### src/rtl/gelu_pkg.sv
`default_nettype none
//============================================================================
// Module      : gelu_pkg
// Description : Shared Q6.10 constants, table geometry and FSM encodings
//               for the GELU lookup-table loader.
// Revision    : 1.0
//============================================================================
package gelu_pkg;

    localparam int FRAC_BITS  = 10;
    localparam int DEPTH      = 64;
    localparam int ADDR_W     = $clog2(DEPTH);
    localparam int LUT_MIN    = -4096;
    localparam int LUT_MAX    = 3968;
    localparam int STEP_SHIFT = 7;

    typedef enum logic [1:0] {
        ST_IDLE = 2'd0,
        ST_LOAD = 2'd1,
        ST_DONE = 2'd2
    } state_t;

    // Source selection for a registered lookup result
    typedef enum logic [1:0] {
        RD_ZERO = 2'd0,
        RD_MEM  = 2'd1,
        RD_PASS = 2'd2
    } rd_sel_t;

endpackage
`default_nettype wire

### src/rtl/gelu_lut_mem.sv
`default_nettype none
//============================================================================
// Module      : gelu_lut_mem
// Description : Table storage with synchronous write and a registered,
//               read-enabled output that holds between reads.
// Revision    : 1.0
//============================================================================
module gelu_lut_mem #(
    parameter int DATA_WIDTH = 16,
    parameter int DEPTH      = 64,
    parameter int ADDR_W     = $clog2(DEPTH)
) (
    input  logic                  clk,
    input  logic                  rst_n,
    input  logic                  i_we,
    input  logic [ADDR_W-1:0]     i_waddr,
    input  logic [DATA_WIDTH-1:0] i_wdata,
    input  logic                  i_re,
    input  logic [ADDR_W-1:0]     i_raddr,
    output logic [DATA_WIDTH-1:0] o_rdata
);

    logic [DATA_WIDTH-1:0] r_mem [DEPTH];
    logic [DATA_WIDTH-1:0] r_rdata;

    // Array is left unreset so it maps onto RAM macros
    always_ff @(posedge clk) begin
        if (i_we) begin
            r_mem[i_waddr] <= i_wdata;
        end
    end

    always_ff @(posedge clk or negedge rst_n) begin
        if (!rst_n) begin
            r_rdata <= '0;
        end else if (i_re) begin
            r_rdata <= r_mem[i_raddr];
        end
    end

    assign o_rdata = r_rdata;

endmodule
`default_nettype wire

### src/rtl/gelu_lut_loader.sv
`default_nettype none
//============================================================================
// Module      : gelu_lut_loader
// Description : Loads a GELU lookup table word by word and serves
//               single-cycle pipelined Q6.10 lookups from it.
//               Optional macro GELU_LUT_CHECKSUM_EN adds load checksum.
// Revision    : 1.0
//============================================================================
module gelu_lut_loader #(
    parameter int DATA_WIDTH = 16,
    parameter int FRAC_BITS  = gelu_pkg::FRAC_BITS,
    parameter int DEPTH      = gelu_pkg::DEPTH
) (
    input  logic                  clk,
    input  logic                  rst_n,
    input  logic                  load_start,
    input  logic [DATA_WIDTH-1:0] wr_data,
    input  logic                  wr_valid,
    output logic                  wr_ready,
    input  logic [DATA_WIDTH-1:0] rd_x,
    input  logic                  rd_valid,
    output logic [DATA_WIDTH-1:0] rd_data,
    output logic                  rd_valid_out,
    output logic                  rd_out_of_range,
    output logic                  rd_err,
`ifdef GELU_LUT_CHECKSUM_EN
    input  logic [DATA_WIDTH-1:0] exp_sum,
    output logic                  sum_err,
`endif
    output logic                  table_ready,
    output logic                  load_done
);

    import gelu_pkg::*;

    // Table spans DEPTH steps of 1/8 starting at -4.0
    localparam int c_addr_w     = $clog2(DEPTH);
    localparam int c_step_shift = FRAC_BITS - 3;
    localparam int c_lut_min    = -(DEPTH << (c_step_shift - 1));
    localparam int c_lut_max    = -c_lut_min - (1 << c_step_shift);

    localparam logic signed [DATA_WIDTH-1:0] c_min_w  = DATA_WIDTH'(c_lut_min);
    localparam logic signed [DATA_WIDTH-1:0] c_max_w  = DATA_WIDTH'(c_lut_max);
    localparam logic        [c_addr_w-1:0]   c_last_a = c_addr_w'(DEPTH - 1);

    state_t                r_state;
    state_t                w_state_nxt;
    logic                  w_wr_ready;
    logic [c_addr_w-1:0]   r_wptr;
    logic                  r_table_ready;
    logic                  r_load_done;
    logic                  w_accept;
    logic                  w_last;
    logic                  w_sum_ok;

    logic                  w_below;
    logic                  w_above;
    logic [DATA_WIDTH-1:0] w_biased;
    logic [c_addr_w-1:0]   w_raddr;
    rd_sel_t               w_sel;
    rd_sel_t               r_sel;
    logic [DATA_WIDTH-1:0] r_x;
    logic                  r_valid_out;
    logic                  r_err;
    logic                  r_oor;
    logic [DATA_WIDTH-1:0] w_mem_q;

    assign w_accept = (r_state == ST_LOAD) && wr_valid && !load_start;
    assign w_last   = w_accept && (r_wptr == c_last_a);

    //------------------------------------------------------------------------
    // Load FSM
    //------------------------------------------------------------------------
    always_ff @(posedge clk or negedge rst_n) begin
        if (!rst_n) begin
            r_state <= ST_IDLE;
        end else begin
            r_state <= w_state_nxt;
        end
    end

    always_comb begin
        w_state_nxt = r_state;
        w_wr_ready  = 1'b0;
        case (r_state)
            ST_IDLE: begin
                if (load_start) begin
                    w_state_nxt = ST_LOAD;
                end
            end
            ST_LOAD: begin
                w_wr_ready = 1'b1;
                if (load_start) begin
                    w_state_nxt = ST_LOAD;
                end else if (w_last) begin
                    w_state_nxt = w_sum_ok ? ST_DONE : ST_IDLE;
                end
            end
            ST_DONE: begin
                if (load_start) begin
                    w_state_nxt = ST_LOAD;
                end
            end
            default: begin
                w_state_nxt = ST_IDLE;
            end
        endcase
    end

    assign wr_ready = w_wr_ready;

    always_ff @(posedge clk or negedge rst_n) begin
        if (!rst_n) begin
            r_wptr        <= '0;
            r_table_ready <= 1'b0;
            r_load_done   <= 1'b0;
        end else begin
            r_load_done <= w_last;
            if (load_start) begin
                r_wptr        <= '0;
                r_table_ready <= 1'b0;
            end else if (w_accept) begin
                r_wptr <= r_wptr + 1'b1;
                if (w_last && w_sum_ok) begin
                    r_table_ready <= 1'b1;
                end
            end
        end
    end

    assign table_ready = r_table_ready;
    assign load_done   = r_load_done;

`ifdef GELU_LUT_CHECKSUM_EN
    logic [DATA_WIDTH-1:0] r_sum;
    logic [DATA_WIDTH-1:0] r_exp_sum;
    logic [DATA_WIDTH-1:0] w_sum_nxt;
    logic                  r_sum_err;

    assign w_sum_nxt = r_sum + wr_data;
    assign w_sum_ok  = (w_sum_nxt == r_exp_sum);

    always_ff @(posedge clk or negedge rst_n) begin
        if (!rst_n) begin
            r_sum     <= '0;
            r_exp_sum <= '0;
            r_sum_err <= 1'b0;
        end else if (load_start) begin
            r_sum     <= '0;
            r_exp_sum <= exp_sum;
            r_sum_err <= 1'b0;
        end else if (w_accept) begin
            r_sum <= w_sum_nxt;
            if (w_last && !w_sum_ok) begin
                r_sum_err <= 1'b1;
            end
        end
    end

    assign sum_err = r_sum_err;
`else
    assign w_sum_ok = 1'b1;
`endif

    //------------------------------------------------------------------------
    // Lookup path: classify now, read memory and register the selection
    //------------------------------------------------------------------------
    assign w_below  = $signed(rd_x) <  c_min_w;
    assign w_above  = $signed(rd_x) >= c_max_w;
    assign w_biased = rd_x - c_min_w;
    assign w_raddr  = c_addr_w'(w_biased >> c_step_shift);

    always_comb begin
        w_sel = RD_ZERO;
        if (r_table_ready) begin
            if (w_below) begin
                w_sel = RD_ZERO;
            end else if (w_above) begin
                w_sel = RD_PASS;
            end else begin
                w_sel = RD_MEM;
            end
        end
    end

    gelu_lut_mem #(
        .DATA_WIDTH (DATA_WIDTH),
        .DEPTH      (DEPTH),
        .ADDR_W     (c_addr_w)
    ) u_mem (
        .clk     (clk),
        .rst_n   (rst_n),
        .i_we    (w_accept),
        .i_waddr (r_wptr),
        .i_wdata (wr_data),
        .i_re    (rd_valid && (w_sel == RD_MEM)),
        .i_raddr (w_raddr),
        .o_rdata (w_mem_q)
    );

    // Result registers only move on a lookup so outputs hold otherwise
    always_ff @(posedge clk or negedge rst_n) begin
        if (!rst_n) begin
            r_valid_out <= 1'b0;
            r_sel       <= RD_ZERO;
            r_x         <= '0;
            r_err       <= 1'b0;
            r_oor       <= 1'b0;
        end else begin
            r_valid_out <= rd_valid;
            if (rd_valid) begin
                r_sel <= w_sel;
                r_x   <= rd_x;
                r_err <= !r_table_ready;
                r_oor <= r_table_ready && (w_below || w_above);
            end
        end
    end

    always_comb begin
        rd_data = '0;
        case (r_sel)
            RD_MEM:  rd_data = w_mem_q;
            RD_PASS: rd_data = r_x;
            default: rd_data = '0;
        endcase
    end

    assign rd_valid_out    = r_valid_out;
    assign rd_err          = r_err;
    assign rd_out_of_range = r_oor;

endmodule
`default_nettype wire

### config.mk
export PLATFORM = sky130hd
export DESIGN_NAME = gelu_lut_loader
export DESIGN_NICKNAME = d
export VERILOG_FILES = /design/src/rtl/gelu_pkg.sv /design/src/rtl/gelu_lut_mem.sv /design/src/rtl/gelu_lut_loader.sv
export SDC_FILE = /design/constraint.sdc
export NUM_CORES = 1
export LEC_CHECK = 0
export BUFFER_PORTS_ARGS = -buffer_cell sky130_fd_sc_hd__buf_4
export CORE_AREA = 4 4 326 328
export DETAILED_ROUTE_END_ITERATION = 12
export DIE_AREA = 0 0 330 332
export PLACE_DENSITY_LB_ADDON = 0.25
export SYNTH_ARGS = -nofsm -noshare
export SYNTH_HDL_FRONTEND = slang
export SYNTH_SLANG_ARGS = --single-unit
### constraint.sdc
create_clock -name clk -period 3.6 [get_ports clk]
set_clock_uncertainty 0.15 [all_clocks]
set_input_delay 0.36 -clock clk [delete_from_list [all_inputs] [get_ports clk]]
set_output_delay 0.36 -clock clk [all_outputs]
set_load 0.05 [all_outputs]
### After elaboration in Yosys (flattened, before gate mapping)

Memory sizes are Yosys's and may differ from the RTL's. A register that Yosys moved wholly into a read port is not among the register bits.
Cells that the tools add are included.

* memories kept: 1
* RAM bits: 1024
* bits in registers: 31
* logic and storage cells: 53
* output and inout port bits: 22

* magnitude comparators: 2
* reduce and logical (&&, ||, !) cells: 15
* equal/unequal tests: 8
* $add $sub $neg: 2
* muxes and demuxes: 16

Memory list
* u_mem.r_mem: depth 64, bits a word 16, rd ports 1, clocked after Yosys merged registers in 1, write ports 1, line gelu_lut_mem.sv:23 `logic [DATA_WIDTH-1:0] r_mem [DEPTH];`

Operator list (count)
* $pmux W16 S2: 1
* $ge A16 B13 Y1 const B: 1
* $lt A16 B13 Y1 const B: 1
* $sub A13 B13 Y13 const B: 1
* $mux W2: 6
* $mux W6: 2
* $add A6 B1 Y6 const B: 1
* $eq A2 B1 Y1 const B: 3
* $eq A6 B6 Y1 const B: 1
* $mux W1: 6
* $logic_and A1 B1 Y1: 5
* $eq A2 B2 Y1 const B: 2
* $pmux W2 S2: 1
* $reduce_and A2 Y1: 2
* $reduce_bool A2 Y1: 2
* $logic_not A1 Y1: 3
* $ne A3 B3 Y1 const B: 1
* $logic_not A2 Y1: 1
* $ne A2 B1 Y1 const B: 1
* $reduce_or A2 Y1: 1
* $logic_or A1 B1 Y1: 1

### Logic depth before layout (Yosys ltp)

* depth in word-level cells: 7
* depth in mapped cells: 9
* gate-level depth less buffers: 5

### Cells and area by module

From an unflattened synthesis, not the netlist that was laid out.

* cell total of the unflattened synthesis: 2044
* area, all modules: 41491.0 µm²

Modules (own cells, without submodules)
* gelu_lut_mem: area an instance 39925.8 µm², cells each 1897, times used 1
* gelu_lut_loader: area an instance 1565.3 µm², cells each 147, times used 1

### Worst setup path after synthesis

OpenSTA, ideal clock, no wires.

* kind: register to register
* start point: register r_wptr[3]
* end point: memory u_mem.r_mem[38][0], enable pin
* path slack: 1.171 ns
* setup time: 0.389 ns
* stages on the path, launching flop included: 5
* clock period less this slack: 2.429 ns
* arrival: 1.890 ns
* path buffers: 2
* required time: 3.061 ns
* path through: dfrtp_1 clkbuf_1 or3b_2 clkbuf_1 nor2_1

RTL lines
* start, declared: line gelu_lut_loader.sv:49 `logic [c_addr_w-1:0] r_wptr;`
* start signal, assigned: line gelu_lut_loader.sv:123 `r_wptr <= r_wptr + 1'b1;`
* end, declared: line gelu_lut_mem.sv:23

Straight into the memory's write port.

### Worst setup path in the final report

* start point: register r_sel[1]
* end point: output port rd_data[8]

* word-level cells in the longest chain between the ends: 2
* elaborated cells on any way between the ends: 3

RTL lines
* start, declared: line gelu_lut_loader.sv:61 `rd_sel_t r_sel;`
* start signal, assigned: line gelu_lut_loader.sv:212 `r_sel <= w_sel;`
* $eq A2 B2 Y1 or $eq A2 B1 Y1 (tied branches): line gelu_lut_loader.sv:222 `case (r_sel)`
* $pmux W16 S2 (*): line gelu_lut_loader.sv:222
* end, declared: line gelu_lut_loader.sv:22 `output logic [DATA_WIDTH-1:0] rd_data,`

Every way passes the cells marked *; elsewhere a longest branch is shown, timed or not.

==> out/summary.md <==
VDD sags by at most 0.4283 mV. The portion of the clock cycle consumed by the worst path in the final layout is 93.70%. The tools report the pin count of the biggest net entering global routing as 65. Setup repair after global routing left no endpoint under its margin. Using the TritonRoute via totals, the vias-per-cell ratio works out to 5.557. Sorting the synthesized cells by area gives the leading types as sky130_fd_sc_hd__edfxtp_1 75%, sky130_fd_sc_hd__mux4_2 11%, sky130_fd_sc_hd__mux2i_1 3.1%.

The tools report the total length of routed wires as 97780 um. The run gives 17.88% as the global-route usage over all layers. Buffers added to address setup during post-CTS repair amount to 0. For this run, the register share of the synthesized area comes to 77.53%. Summed over its instances, the top area cell type makes up 74.67% of the synthesized netlist area. The critical path is of the reg -> out type. The row count was 118.

For the worst-skew pair, the clock arrives at the later sink with an insertion delay of 0.70 ns. The highest clock rate was 296.4 MHz; the clock-pin slew reported for the worst setup and hold paths after clock tree synthesis was 0.06 ns. Routability-driven placement finished with a final weighted congestion of 0.8263.

The worst hold path belongs to the class in -> async. Counting the buffers created by CTS gives 109. The mapped netlist covers 41180 um2. Most area-hungry cell type in the Yosys netlist: sky130_fd_sc_hd__edfxtp_1. The logs give 0.02596 W for the power consumption and 39.90% for the starting utilization of the core area. At the worst endpoint, the arrival time is 2.86 ns.

The most critical setup path has its startpoint at r_sel[1]. At the pin with the least slew margin, the transition time is 0.9170 ns. The longest clock path from root to sink contains 3 buffers. The tools report the source of the worst register-to-register timing path as r_state[1].

The H-tree generated during clock tree synthesis spans 3 levels. From left edge to right edge, the die measures 330 um. Once detailed placement completed, the half-perimeter wirelength came to 59000 um. Primary flip-flop cell chosen by synthesis mapping: sky130_fd_sc_hd__edfxtp_1. The run gives 103200 um2 as the core area. The logs give 20385 for the via count of the first global-routing pass and 5 for the initial antenna violation count.

Of all flip-flops after synthesis, the portion carrying an async set or reset was 4.388%. Dividing the detail-routed wire length by the instance count gives 26.90 um. The critical path goes through inv_1 -> ha_1 -> a22oi_1 -> nor2_1 -> buf_4.

The worst setup path is captured at an output port. Count of warnings emitted by yosys: 0. After synthesis the netlist holds a flip-flop and latch count of 1071.

Max-slew violation count: 0. Number of flops mapped to enable cells by yosys: 1024. Among all stages on the critical path, the largest delay is contributed by sky130_fd_sc_hd__ha_1. The worst reg2reg path depth was 5. In this design, the largest share of critical-path delay is due to adder cells. The endpoint identified for the worst register-to-register timing path is u_mem.r_mem[54][3]. The run finished with clean final reports.

The die height is 332 um, and the net count after synthesis is 2030. The pre-antenna-repair detailed-routing pass consisted of 5 iterations. A synthesized cell averages 20.69 um2. The logs give 143400 um for the global-route wire length before repair and 0 for the overall overflow remaining after global route. Counting both buffers and inverters, the worst setup path holds a total of 2. The worst pin sits at a relative slew slack of 38.54%. For the post-synthesis cell count, the log shows 1990. TritonCTS built the clock tree. Of the cells placed in the final design, the portion with a size suffix greater than 1 is 24.33%. The number of hold violations in the final report is 0, and the number of buffers inserted by port buffering is 58.

For this run, design rule violations remaining after detail routing come to 0. The detail route stage leaves a number of antenna-violating nets equal to 0. The final-layout fill cell count was 8574.

The first routing iteration left 2170 violations. The run gives 0 as the final count of negative-setup-slack endpoints. Dividing total power by cell area gives a power density of 547.5 nW/um2. Pin placement for this block handled 59 I/O pins. The critical path's largest stage delay was 0.66 ns; the distinct cell type count after synthesis was 46. The clock tree root buffer cell is sky130_fd_sc_hd__clkbuf_16. Startpoint type of the worst setup path: a register. For flop-to-flop paths, the worst setup slack is 0.94 ns. The final layout contains 2200 nets. By instance count, the leading cell after synthesis is sky130_fd_sc_hd__edfxtp_1. CTS saw 1071 sinks. The highest net fanout along the worst path is 16. Summed over all failing endpoints, the final setup total negative slack is 0 ns. The area growth from synthesis to layout is 15.14%. The commonest cells after synthesis are 1024 x sky130_fd_sc_hd__edfxtp_1, 192 x sky130_fd_sc_hd__mux4_2, 128 x sky130_fd_sc_hd__mux2i_1. The data required time at the worst endpoint came out at 3.09 ns.

The logs give 15.47 nW for the leakage power total and 109600 um2 for the die outline area. The final route contains 20200 vias. For the finished layout, the period the worst path requires is 3.373 ns. For the max-cap check violation count, the log shows 0.
-- where the power goes --
part / switching (W) / internal [W]
registers: 0.0000272 / 0.0137
logic: 0.000732 / 0.000404
clock network: 0.00471 / 0.00640
total: 0.00547 / 0.0205
-- cell type report --
class / count / area, um2 / area share (%)
antenna: 3 / 7.507 / 0.01583
clock buffer: 133 / 2818 / 5.942
clock inverter: 70 / 740.7 / 1.562
inverter: 7 / 26.28 / 0.05541
multi-input combinational: 793 / 8663 / 18.27
sequential: 1071 / 31930 / 67.33
tap: 1380 / 1727 / 3.641
timing repair buffer: 178 / 1509 / 3.182
-- worst max path at each step --
stage	depth (start not counted)	slack (ns)	end
after floorplan	4	1.17	u_mem.r_mem[38][0]
after global placement	7	0.26	u_mem.o_rdata[4]
after detailed placement	7	0.27	u_mem.o_rdata[4]
after CTS	5	0.31	rd_data[12]
after global routing	5	0.16	rd_data[8]
final	5	0.23	rd_data[8]
-- placed cells by master, fill, tap and decap left out, types with 3 or more instances in the layout --
cell and count:
sky130_fd_sc_hd__dlygate4sd3_1 18, sky130_fd_sc_hd__clkbuf_16 109, sky130_fd_sc_hd__buf_4 149, sky130_fd_sc_hd__mux2i_1 128
sky130_fd_sc_hd__mux4_2 192, sky130_fd_sc_hd__nor2b_1 5, sky130_fd_sc_hd__edfxtp_1 1024, sky130_fd_sc_hd__ha_1 3
sky130_fd_sc_hd__nand3b_1 3, sky130_fd_sc_hd__mux2_2 17, sky130_fd_sc_hd__o211ai_1 6, sky130_fd_sc_hd__o22ai_1 64
sky130_fd_sc_hd__buf_12 9, sky130_fd_sc_hd__clkinv_16 4, sky130_fd_sc_hd__bufinv_16 11, sky130_fd_sc_hd__nand3_1 4
sky130_fd_sc_hd__nor2_1 105, sky130_fd_sc_hd__or4_1 16, sky130_fd_sc_hd__o21ai_0 4, sky130_fd_sc_hd__clkbuf_1 24
sky130_fd_sc_hd__o211ai_2 11, sky130_fd_sc_hd__inv_6 3, sky130_fd_sc_hd__a21oi_1 6, sky130_fd_sc_hd__a22o_1 32
sky130_fd_sc_hd__clkinv_2 25, sky130_fd_sc_hd__dfrtp_1 47, sky130_fd_sc_hd__nand2_1 47, sky130_fd_sc_hd__diode_2 3
sky130_fd_sc_hd__inv_1 7, sky130_fd_sc_hd__clkinv_1 21, sky130_fd_sc_hd__xor2_1 3, sky130_fd_sc_hd__and2_1 4
sky130_fd_sc_hd__clkinvlp_4 3, sky130_fd_sc_hd__a22oi_1 112, sky130_fd_sc_hd__nand4_1 6
-- per-layer routing --
layer	global-route usage [%]	routed length, um	vias to the layer above
li1	-	-	8635
met1	26.89	43750	10707
met2	26.48	44200	719
met3	3.760	7353	139
met4	4.880	2479	0
met5	0.9317	0	-
-- kinds of logic after synthesis --
kind of cell	synth area share (%)
fa+ha+maj	0.09116
xor+xnor	0.08509
buf+inv	1.480
simple gates	2.388
flops	77.53
mux	14.08
compound gates	4.354
-- stage by stage --
step	std cells	utilization, %	hold slack, ns	instance area (um2)	setup slack [ns]
after floorplan	1990	-	-0.08559	41180	1.171
after global placement	3411	42.32	0.2621	43670	0.2636
after detailed placement	3411	42.32	0.2744	43670	0.2704
after global routing	3632	45.94	0.09769	47410	0.1635
after CTS	3632	45.94	0.06564	47410	0.3133
final	3635	45.95	0.08650	47420	0.2267
-- repair_timing --
action,4_1_cts,5_1_grt
gates resized for setup,0,0
hold buffers,18,0
endpoints found under the hold margin,73,0
-- flip-flops by register name, indices dropped and copies added, names as in the netlist --
signal,cells
load_done,1
r_sel,2
r_state,2
r_wptr,6
r_x,16
rd_err,1
rd_out_of_range,1
rd_valid_out,1
table_ready,1
u_mem.o_rdata,16
u_mem.r_mem,1024
Note: power is estimated with default switching activity, not from simulation.
